<file path="src/rtl/minx_bus_pkg.sv">
// MINX bus definitions shared by the arbiter and its masters:
// bus status encodings, arbiter state type and a width helper.
package minx_bus_pkg;

   localparam logic [1:0] BUS_COMMAND_IDLE      = 2'd0;
   localparam logic [1:0] BUS_COMMAND_IRQ_READ  = 2'd1;
   localparam logic [1:0] BUS_COMMAND_MEM_WRITE = 2'd2;
   localparam logic [1:0] BUS_COMMAND_MEM_READ  = 2'd3;

   typedef enum logic [1:0] {
      CPU_OWN,
      WAIT_ACK,
      GRANTED,
      HANDOFF
   } arb_state_t;

   // Bits needed to index n items, never less than one.
   function automatic int unsigned idx_width(input int unsigned n);
      return (n > 1) ? $clog2(n) : 1;
   endfunction

endpackage

</file>
<file path="src/rtl/bus_arbiter_if.sv">
// Bundle of requester, CPU and muxed-bus signals around the MINX bus arbiter.
// The arbiter uses the slave view; masters, CPU and memory side use the master view.
interface bus_arbiter_if #(
   parameter int unsigned NUM_MASTERS = 2
);

   logic [NUM_MASTERS-1:0]    req;
   logic [NUM_MASTERS-1:0]    grant;
   logic [NUM_MASTERS-1:0]    yield;
   logic [NUM_MASTERS*24-1:0] m_address;
   logic [NUM_MASTERS*8-1:0]  m_data;
   logic [NUM_MASTERS-1:0]    m_write;
   logic [NUM_MASTERS-1:0]    m_read;
   logic [NUM_MASTERS*2-1:0]  m_bus_status;
   logic [23:0]               cpu_address;
   logic [7:0]                cpu_data;
   logic                      cpu_write;
   logic                      cpu_read;
   logic [1:0]                cpu_bus_status;
   logic                      cpu_bus_ack;
   logic                      cpu_bus_request;
   logic [23:0]               address_out;
   logic [7:0]                data_out;
   logic                      write;
   logic                      read;
   logic [1:0]                bus_status;
   logic                      protocol_error;

   modport slave (
      input  req, m_address, m_data, m_write, m_read, m_bus_status,
      input  cpu_address, cpu_data, cpu_write, cpu_read, cpu_bus_status, cpu_bus_ack,
      output grant, yield, cpu_bus_request,
      output address_out, data_out, write, read, bus_status, protocol_error
   );

   modport master (
      output req, m_address, m_data, m_write, m_read, m_bus_status,
      output cpu_address, cpu_data, cpu_write, cpu_read, cpu_bus_status, cpu_bus_ack,
      input  grant, yield, cpu_bus_request,
      input  address_out, data_out, write, read, bus_status, protocol_error
   );

endinterface

</file>
<file path="src/rtl/rr_pick.sv">
// Round-robin picker: first set request strictly after last_owner, wrapping around.
// Produces a one-hot winner and its index; both zero when nothing is requested.
module rr_pick
   import minx_bus_pkg::*;
#(
   parameter int unsigned NUM_MASTERS = 2,
   localparam int unsigned IdxW = idx_width(NUM_MASTERS)
) (
   input  logic [NUM_MASTERS-1:0] req,
   input  logic [IdxW-1:0]        last_owner,
   output logic [NUM_MASTERS-1:0] winner,
   output logic [IdxW-1:0]        winner_idx
);

   logic found;

   // Two passes: masters above last_owner first, then the wrapped-around ones.
   always_comb begin
      winner     = '0;
      winner_idx = '0;
      found      = 1'b0;
      for (int i = 0; i < int'(NUM_MASTERS); i++) begin
         if (!found && req[i] && (i > int'(last_owner))) begin
            winner[i]  = 1'b1;
            winner_idx = IdxW'(i);
            found      = 1'b1;
         end
      end
      for (int i = 0; i < int'(NUM_MASTERS); i++) begin
         if (!found && req[i] && (i <= int'(last_owner))) begin
            winner[i]  = 1'b1;
            winner_idx = IdxW'(i);
            found      = 1'b1;
         end
      end
   end

endmodule

</file>
<file path="src/rtl/bus_arbiter.sv">
// MINX bus arbiter: CPU owns the bus by default; secondary masters get it round-robin
// after a bus_request/bus_ack handshake, with a turnaround cycle between owners.
module bus_arbiter
   import minx_bus_pkg::*;
#(
   parameter int unsigned NUM_MASTERS = 2,
   parameter int unsigned MAX_HOLD    = 0
) (
   input logic             clk,
   input logic             reset,
   input logic             clk_ce,
   bus_arbiter_if.slave    bus
);

   localparam int unsigned IdxW  = idx_width(NUM_MASTERS);
   localparam int unsigned HoldW = idx_width(MAX_HOLD + 1);

   arb_state_t             state_q;
   logic [NUM_MASTERS-1:0] grant_q;
   logic [NUM_MASTERS-1:0] yield_q;
   logic [IdxW-1:0]        last_owner_q;
   logic [HoldW-1:0]       hold_cnt_q;
   logic                   cpu_req_q;
   logic                   err_q;

   logic [NUM_MASTERS-1:0] pick;
   logic [IdxW-1:0]        pick_idx;
   logic                   any_req;
   logic                   owner_req;
   logic                   others_req;

   rr_pick #(
      .NUM_MASTERS(NUM_MASTERS)
   ) u_rr_pick (
      .req       (bus.req),
      .last_owner(last_owner_q),
      .winner    (pick),
      .winner_idx(pick_idx)
   );

   assign any_req    = |bus.req;
   assign owner_req  = |(bus.req & grant_q);
   assign others_req = |(bus.req & ~grant_q);

   always_ff @(posedge clk) begin
      if (!reset) begin
         state_q      <= CPU_OWN;
         grant_q      <= '0;
         yield_q      <= '0;
         cpu_req_q    <= 1'b0;
         err_q        <= 1'b0;
         hold_cnt_q   <= '0;
         last_owner_q <= IdxW'(NUM_MASTERS - 1);
      end else if (clk_ce) begin
         // The CPU must keep ack high whenever it has handed over the bus, and low otherwise.
         if (((state_q == GRANTED) || (state_q == HANDOFF)) && !bus.cpu_bus_ack) begin
            err_q <= 1'b1;
         end
         if ((state_q == CPU_OWN) && bus.cpu_bus_ack) begin
            err_q <= 1'b1;
         end
         unique case (state_q)
            CPU_OWN: begin
               if (any_req) begin
                  cpu_req_q <= 1'b1;
                  state_q   <= WAIT_ACK;
               end
            end
            WAIT_ACK: begin
               if (bus.cpu_bus_ack) begin
                  if (any_req) begin
                     grant_q      <= pick;
                     last_owner_q <= pick_idx;
                     hold_cnt_q   <= '0;
                     state_q      <= GRANTED;
                  end else begin
                     state_q <= HANDOFF;
                  end
               end
            end
            GRANTED: begin
               if (!owner_req) begin
                  grant_q <= '0;
                  yield_q <= '0;
                  state_q <= HANDOFF;
               end else begin
                  if (hold_cnt_q < HoldW'(MAX_HOLD)) begin
                     hold_cnt_q <= hold_cnt_q + 1'b1;
                  end
                  yield_q <= ((MAX_HOLD != 0) && (hold_cnt_q >= HoldW'(MAX_HOLD)) && others_req)
                             ? grant_q : '0;
               end
            end
            HANDOFF: begin
               if (any_req) begin
                  grant_q      <= pick;
                  last_owner_q <= pick_idx;
                  hold_cnt_q   <= '0;
                  state_q      <= GRANTED;
               end else begin
                  cpu_req_q <= 1'b0;
                  state_q   <= CPU_OWN;
               end
            end
            default: state_q <= CPU_OWN;
         endcase
      end
   end

   // AND-OR mux from the grant register so an ungranted master can never reach the bus.
   always_comb begin
      bus.address_out = '0;
      bus.data_out    = '0;
      bus.write       = 1'b0;
      bus.read        = 1'b0;
      bus.bus_status  = BUS_COMMAND_IDLE;
      case (state_q)
         CPU_OWN, WAIT_ACK: begin
            bus.address_out = bus.cpu_address;
            bus.data_out    = bus.cpu_data;
            bus.write       = bus.cpu_write;
            bus.read        = bus.cpu_read;
            bus.bus_status  = bus.cpu_bus_status;
         end
         GRANTED: begin
            for (int i = 0; i < int'(NUM_MASTERS); i++) begin
               if (grant_q[i]) begin
                  bus.address_out = bus.address_out | bus.m_address[i*24 +: 24];
                  bus.data_out    = bus.data_out | bus.m_data[i*8 +: 8];
                  bus.write       = bus.write | bus.m_write[i];
                  bus.read        = bus.read | bus.m_read[i];
                  bus.bus_status  = bus.bus_status | bus.m_bus_status[i*2 +: 2];
               end
            end
         end
         default: begin
         end
      endcase
   end

   assign bus.grant           = grant_q;
   assign bus.yield           = yield_q;
   assign bus.cpu_bus_request = cpu_req_q;
   assign bus.protocol_error  = err_q;

endmodule

</file>
<file path="src/flat_wrapper.sv">
// flat-port wrapper written by rule: the top's interface ports become plain ports
module bus_arbiter_flat import minx_bus_pkg::*;
#(
   parameter int unsigned NUM_MASTERS = 2,
   parameter int unsigned MAX_HOLD    = 0
)
  (clk, reset, clk_ce, bus_req, bus_m_address, bus_m_data, bus_m_write, bus_m_read, bus_m_bus_status, bus_cpu_address, bus_cpu_data, bus_cpu_write, bus_cpu_read, bus_cpu_bus_status, bus_cpu_bus_ack, bus_grant, bus_yield, bus_cpu_bus_request, bus_address_out, bus_data_out, bus_write, bus_read, bus_bus_status, bus_protocol_error);
  bus_arbiter_if #(.NUM_MASTERS(NUM_MASTERS)) bus_i ();
  input logic clk;
  input logic reset;
  input logic clk_ce;
  input wire logic [$bits(bus_i.req)-1:0] bus_req;
  input wire logic [$bits(bus_i.m_address)-1:0] bus_m_address;
  input wire logic [$bits(bus_i.m_data)-1:0] bus_m_data;
  input wire logic [$bits(bus_i.m_write)-1:0] bus_m_write;
  input wire logic [$bits(bus_i.m_read)-1:0] bus_m_read;
  input wire logic [$bits(bus_i.m_bus_status)-1:0] bus_m_bus_status;
  input wire logic [$bits(bus_i.cpu_address)-1:0] bus_cpu_address;
  input wire logic [$bits(bus_i.cpu_data)-1:0] bus_cpu_data;
  input wire logic [$bits(bus_i.cpu_write)-1:0] bus_cpu_write;
  input wire logic [$bits(bus_i.cpu_read)-1:0] bus_cpu_read;
  input wire logic [$bits(bus_i.cpu_bus_status)-1:0] bus_cpu_bus_status;
  input wire logic [$bits(bus_i.cpu_bus_ack)-1:0] bus_cpu_bus_ack;
  output wire logic [$bits(bus_i.grant)-1:0] bus_grant;
  output wire logic [$bits(bus_i.yield)-1:0] bus_yield;
  output wire logic [$bits(bus_i.cpu_bus_request)-1:0] bus_cpu_bus_request;
  output wire logic [$bits(bus_i.address_out)-1:0] bus_address_out;
  output wire logic [$bits(bus_i.data_out)-1:0] bus_data_out;
  output wire logic [$bits(bus_i.write)-1:0] bus_write;
  output wire logic [$bits(bus_i.read)-1:0] bus_read;
  output wire logic [$bits(bus_i.bus_status)-1:0] bus_bus_status;
  output wire logic [$bits(bus_i.protocol_error)-1:0] bus_protocol_error;
  assign bus_i.req = bus_req;
  assign bus_i.m_address = bus_m_address;
  assign bus_i.m_data = bus_m_data;
  assign bus_i.m_write = bus_m_write;
  assign bus_i.m_read = bus_m_read;
  assign bus_i.m_bus_status = bus_m_bus_status;
  assign bus_i.cpu_address = bus_cpu_address;
  assign bus_i.cpu_data = bus_cpu_data;
  assign bus_i.cpu_write = bus_cpu_write;
  assign bus_i.cpu_read = bus_cpu_read;
  assign bus_i.cpu_bus_status = bus_cpu_bus_status;
  assign bus_i.cpu_bus_ack = bus_cpu_bus_ack;
  assign bus_grant = bus_i.grant;
  assign bus_yield = bus_i.yield;
  assign bus_cpu_bus_request = bus_i.cpu_bus_request;
  assign bus_address_out = bus_i.address_out;
  assign bus_data_out = bus_i.data_out;
  assign bus_write = bus_i.write;
  assign bus_read = bus_i.read;
  assign bus_bus_status = bus_i.bus_status;
  assign bus_protocol_error = bus_i.protocol_error;
  bus_arbiter #(.NUM_MASTERS(NUM_MASTERS), .MAX_HOLD(MAX_HOLD)) u_core (.clk(clk), .reset(reset), .clk_ce(clk_ce), .bus(bus_i));
endmodule
</file>
<file path="config.mk">
export PLATFORM = sky130hd
export DESIGN_NAME = bus_arbiter_flat
export DESIGN_NICKNAME = d
export VERILOG_FILES = /design/src/rtl/minx_bus_pkg.sv /design/src/rtl/bus_arbiter_if.sv /design/src/rtl/rr_pick.sv /design/src/rtl/bus_arbiter.sv /design/src/flat_wrapper.sv
export SDC_FILE = /design/constraint.sdc
export NUM_CORES = 1
export LEC_CHECK = 0
export CAP_MARGIN = 10
export CELL_PAD_IN_SITES_DETAIL_PLACEMENT = 1
export CELL_PAD_IN_SITES_GLOBAL_PLACEMENT = 2
export CORE_UTILIZATION = 27
export DETAILED_ROUTE_END_ITERATION = 10
export DONT_BUFFER_PORTS = 1
export GPL_TIMING_DRIVEN = 1
export PLACE_DENSITY_LB_ADDON = 0.05
export SLEW_MARGIN = 20
export SYNTH_ARGS = -nofsm -noshare
export SYNTH_HDL_FRONTEND = slang
export SYNTH_SLANG_ARGS = --single-unit
</file>
<file path="constraint.sdc">
create_clock -name clk -period 1.75 [get_ports clk]
set_input_delay 0.175 -clock clk [delete_from_list [all_inputs] [get_ports clk]]
set_output_delay 0.175 -clock clk [all_outputs]
set_load 0.02 [all_outputs]
</file>
==> summary.md <==
| Metric | Value |
|---|---|
| Cells after synthesis | `173` |
| Commonest non-fill, non-tap cell in the layout | `buf_4` |
| Final Hold Viols | `0` |
| Worst-path clk slew | `0.04 ns` |
| Setup TNS | `0 ns` |
| Initial antenna violation count | `0` |
| GR Overflow Total | `0` |
| Max-cap violations | `0` |
| Most frequent cells in the layout | `buf_4, inv_1, a22oi_1, o22ai_1, dfxtp_1` |
| Hold-fix buffers at CTS | `0` |
| First-pass GRT wire length | `6.05 mm` |
| FF+latch count, synth | `7` |
| P&R area growth vs syn | `29.6%` |
| Max clock buf depth | `2` |
| Largest net degree at the start of global routing | `24` |
| CTS tree | `yes` |
| Status | `completed` |
| Post-placement cell area | `0.00140 sq mm` |
| CP endpoint | `bus_address_out[1]` |
| Reg-to-reg startpoint | `u_core.state_q[1]$_SDFFE_PN0P_` |
| Design area | `0.00145 sq mm` |
| Vias | `1,432` |
| Kind of start point of the critical path | `register` |
| # DRC | `0` |
| Slowest cell delay on critical path | `0.49 ns` |
| Initial core utilization | `0.293` |
| Drt first pass iters | `4` |
| # resized after CTS | `0` |
| Ant. Diodes | `0` |
| Final Critical Period | `1.60 ns` |
| R2r endpoint | `u_core.bus.grant[0]$_SDFFE_PN0P_` |
| Root buf cell | `clkbuf_8` |
| ANT nets after route | `0` |
| Final setup viols | `0` |
| Num rows | `22` |
| P_leak | `0.640 nW` |
| CP Cell Sequence | `nand2b_1 > buf_4 > o22ai_1 > buf_4` |
| Hold crit path type | `in2reg` |
| Placeable core area | `0.00380 sq mm` |
| Finished Layout Cells | `250` |
| GPL Wtd Cong | `0.740` |
| Worst EP required | `1.57 ns` |
| Die extent in x | `66.3 microns` |
| Worst-case vdd ir drop | `0.473 mV` |
| TritonCTS Buffers | `3` |
| Post-route clock period utilization | `0.914` |
| Die height | `66.3 microns` |
| Crit Path Category | `reg2out` |
| Clk Latency, worst-skew pair | `0.23 ns` |
| Ys Warns | `0` |
| Syn Std Cell Area | `0.00111 sq mm` |
| CTS Sinks | `7` |
| Dpl cells | `246` |
| Wire per inst | `17.0 microns` |
| Clock Skew | `0.00720 ns` |
| Worst-path fanout max | `23` |
| DR vias/cell | `5.73` |
| I/O Buffers | `0` |
| H-tree depth | `1` |
| Register area share after synthesis | `0.126` |
| Setup bufs post-CTS | `0` |
| Critical Path Sink Type | `output pin` |
| Flop2flop setup slack | `0.33 ns` |
| Total wire length | `4.24 mm` |
| Vias in the first global route | `1,335` |
| Detail Placement HPWL | `3.45 mm` |
| Overall die area | `0.00439 sq mm` |
| Final #Nets | `317` |
| Yosys cell types | `29` |
| Share of layout cells above drive strength 1 | `0.252` |
| Fmax | `0.625 GHz` |
| Max Slew Vio Count | `0` |
| Slowest cell on crit path | `dfxtp_1` |
| GRT Overall Usage | `0.174` |
| Filler cell count | `502` |
| CP dominant cell by count | `buf_4` |
| I/O pin count | `156` |
| Avg Cell Area, Syn | `6.44 sq um` |
| Data arrival, critical path | `1.42 ns` |
| Worst Reg2Reg Path Length in Cells | `5` |
| DRT iter0 DRCs | `38` |
| P per Cell Area | `519 mW/mm^2` |
| Crit path from | `u_core.state_q[1]$_SDFFE_PN0P_` |
| RSZ-0062 raised after global routing | `false` |
synth_stat cells:
cell       number  area, sq um
a211oi_4        1         20.0
a21bo_1         1         10.0
a21o_2          1         8.76
a21oi_1         3         15.0
a21oi_2         1         8.76
a22oi_1        36          270
a31oi_1         2         12.5
and2_1          2         12.5
and3_1          1         6.26
buf_2           9         45.0
buf_4           4         30.0
buf_6           1         11.3
clkbuf_1        6         22.5
conb_1          1         3.75
dfxtp_1         7          140
inv_1          38          143
mux2_2          1         11.3
mux2i_1         2         20.0
nand2_1         4         15.0
nand2b_1        1         6.26
nand3_1         1         5.00
nand4_1         1         6.26
nor2_1          4         15.0
nor2b_1         1         6.26
o2111ai_1       1         8.76
o21ai_0         4         20.0
o21ai_1         2         10.0
o22ai_1        36          225
or2_0           1         6.26
cell type report:
type	instances	area [sq um]	share of cell area
clock buffer	4	45.0	0.0312
inverter	38	143	0.0987
multi-input combinational	109	727	0.503
sequential	7	140	0.0970
tap	48	60.1	0.0416
timing repair buffer	44	330	0.229
critical path: cells and delay by family (launching register included):
kind,cells,cell delay (ns)
AOI/OAI and AO/OA,1,0.19
DFF,1,0.49
buffers and inverters,2,0.40
and+or+nand+nor,1,0.11
layer usage:
layer  global-route usage  wire length [microns]
met1                0.189                   1550
met2                0.356                   2410
met3               0.0224                    281
met4               0.0239                      0
met5                    0                      0
report_power, final:
group | internal [W] | switching [W] | leakage [nW]
clock | 0.000157 | 0.0000668 | 0.0228
sequential | 0.000170 | 0.0000161 | 0.0574
combinational | 0.000149 | 0.000191 | 0.560
total | 0.000476 | 0.000274 | 0.640
sequential cells by signal, summed over array words and instances, names as in the netlist:
register,count
u_core.bus.grant,2
u_core.last_owner_q,1
u_core.bus.cpu_bus_request,1
u_core.state_q,2
u_core.bus.protocol_error,1
kinds of logic after synthesis:
| family | count (synthesis) | share of synthesized area |
|---|---|---|
| simple gates | 16 | 0.0707 |
| mux | 3 | 0.0281 |
| buf+inv | 58 | 0.226 |
| flops | 7 | 0.126 |
| other cells | 1 | 0.00336 |
| compound gates | 88 | 0.547 |
through the flow:
| step | setup slack, ns | util | hold WS, ns | total power (W) |
|---|---|---|---|---|
| after floorplan | 0.182 | - | 0.251 | 0.000419 |
| after detailed placement | 0.311 | 0.369 | 0.259 | 0.000532 |
| after global placement | 0.383 | 0.369 | 0.259 | 0.000526 |
| after global routing | 0.0441 | 0.380 | 0.0250 | 0.000799 |
| final | 0.150 | 0.380 | 0.0250 | 0.000750 |
| after CTS | 0.121 | 0.380 | 0.0206 | 0.000763 |
worst min path at each step:
stage	start	to	slack (ns)	cells past startpoint
floorplan	reset	u_core.last_owner_q$_SDFFE_PN1P_	0.25	1
CTS	reset	u_core.last_owner_q$_SDFFE_PN1P_	0.02	1
finish	reset	u_core.last_owner_q$_SDFFE_PN1P_	0.02	1
detailed placement	reset	u_core.last_owner_q$_SDFFE_PN1P_	0.26	1
global route	reset	u_core.last_owner_q$_SDFFE_PN1P_	0.02	1
global placement	reset	u_core.last_owner_q$_SDFFE_PN1P_	0.26	1
Power figures use the tool's default switching activity.
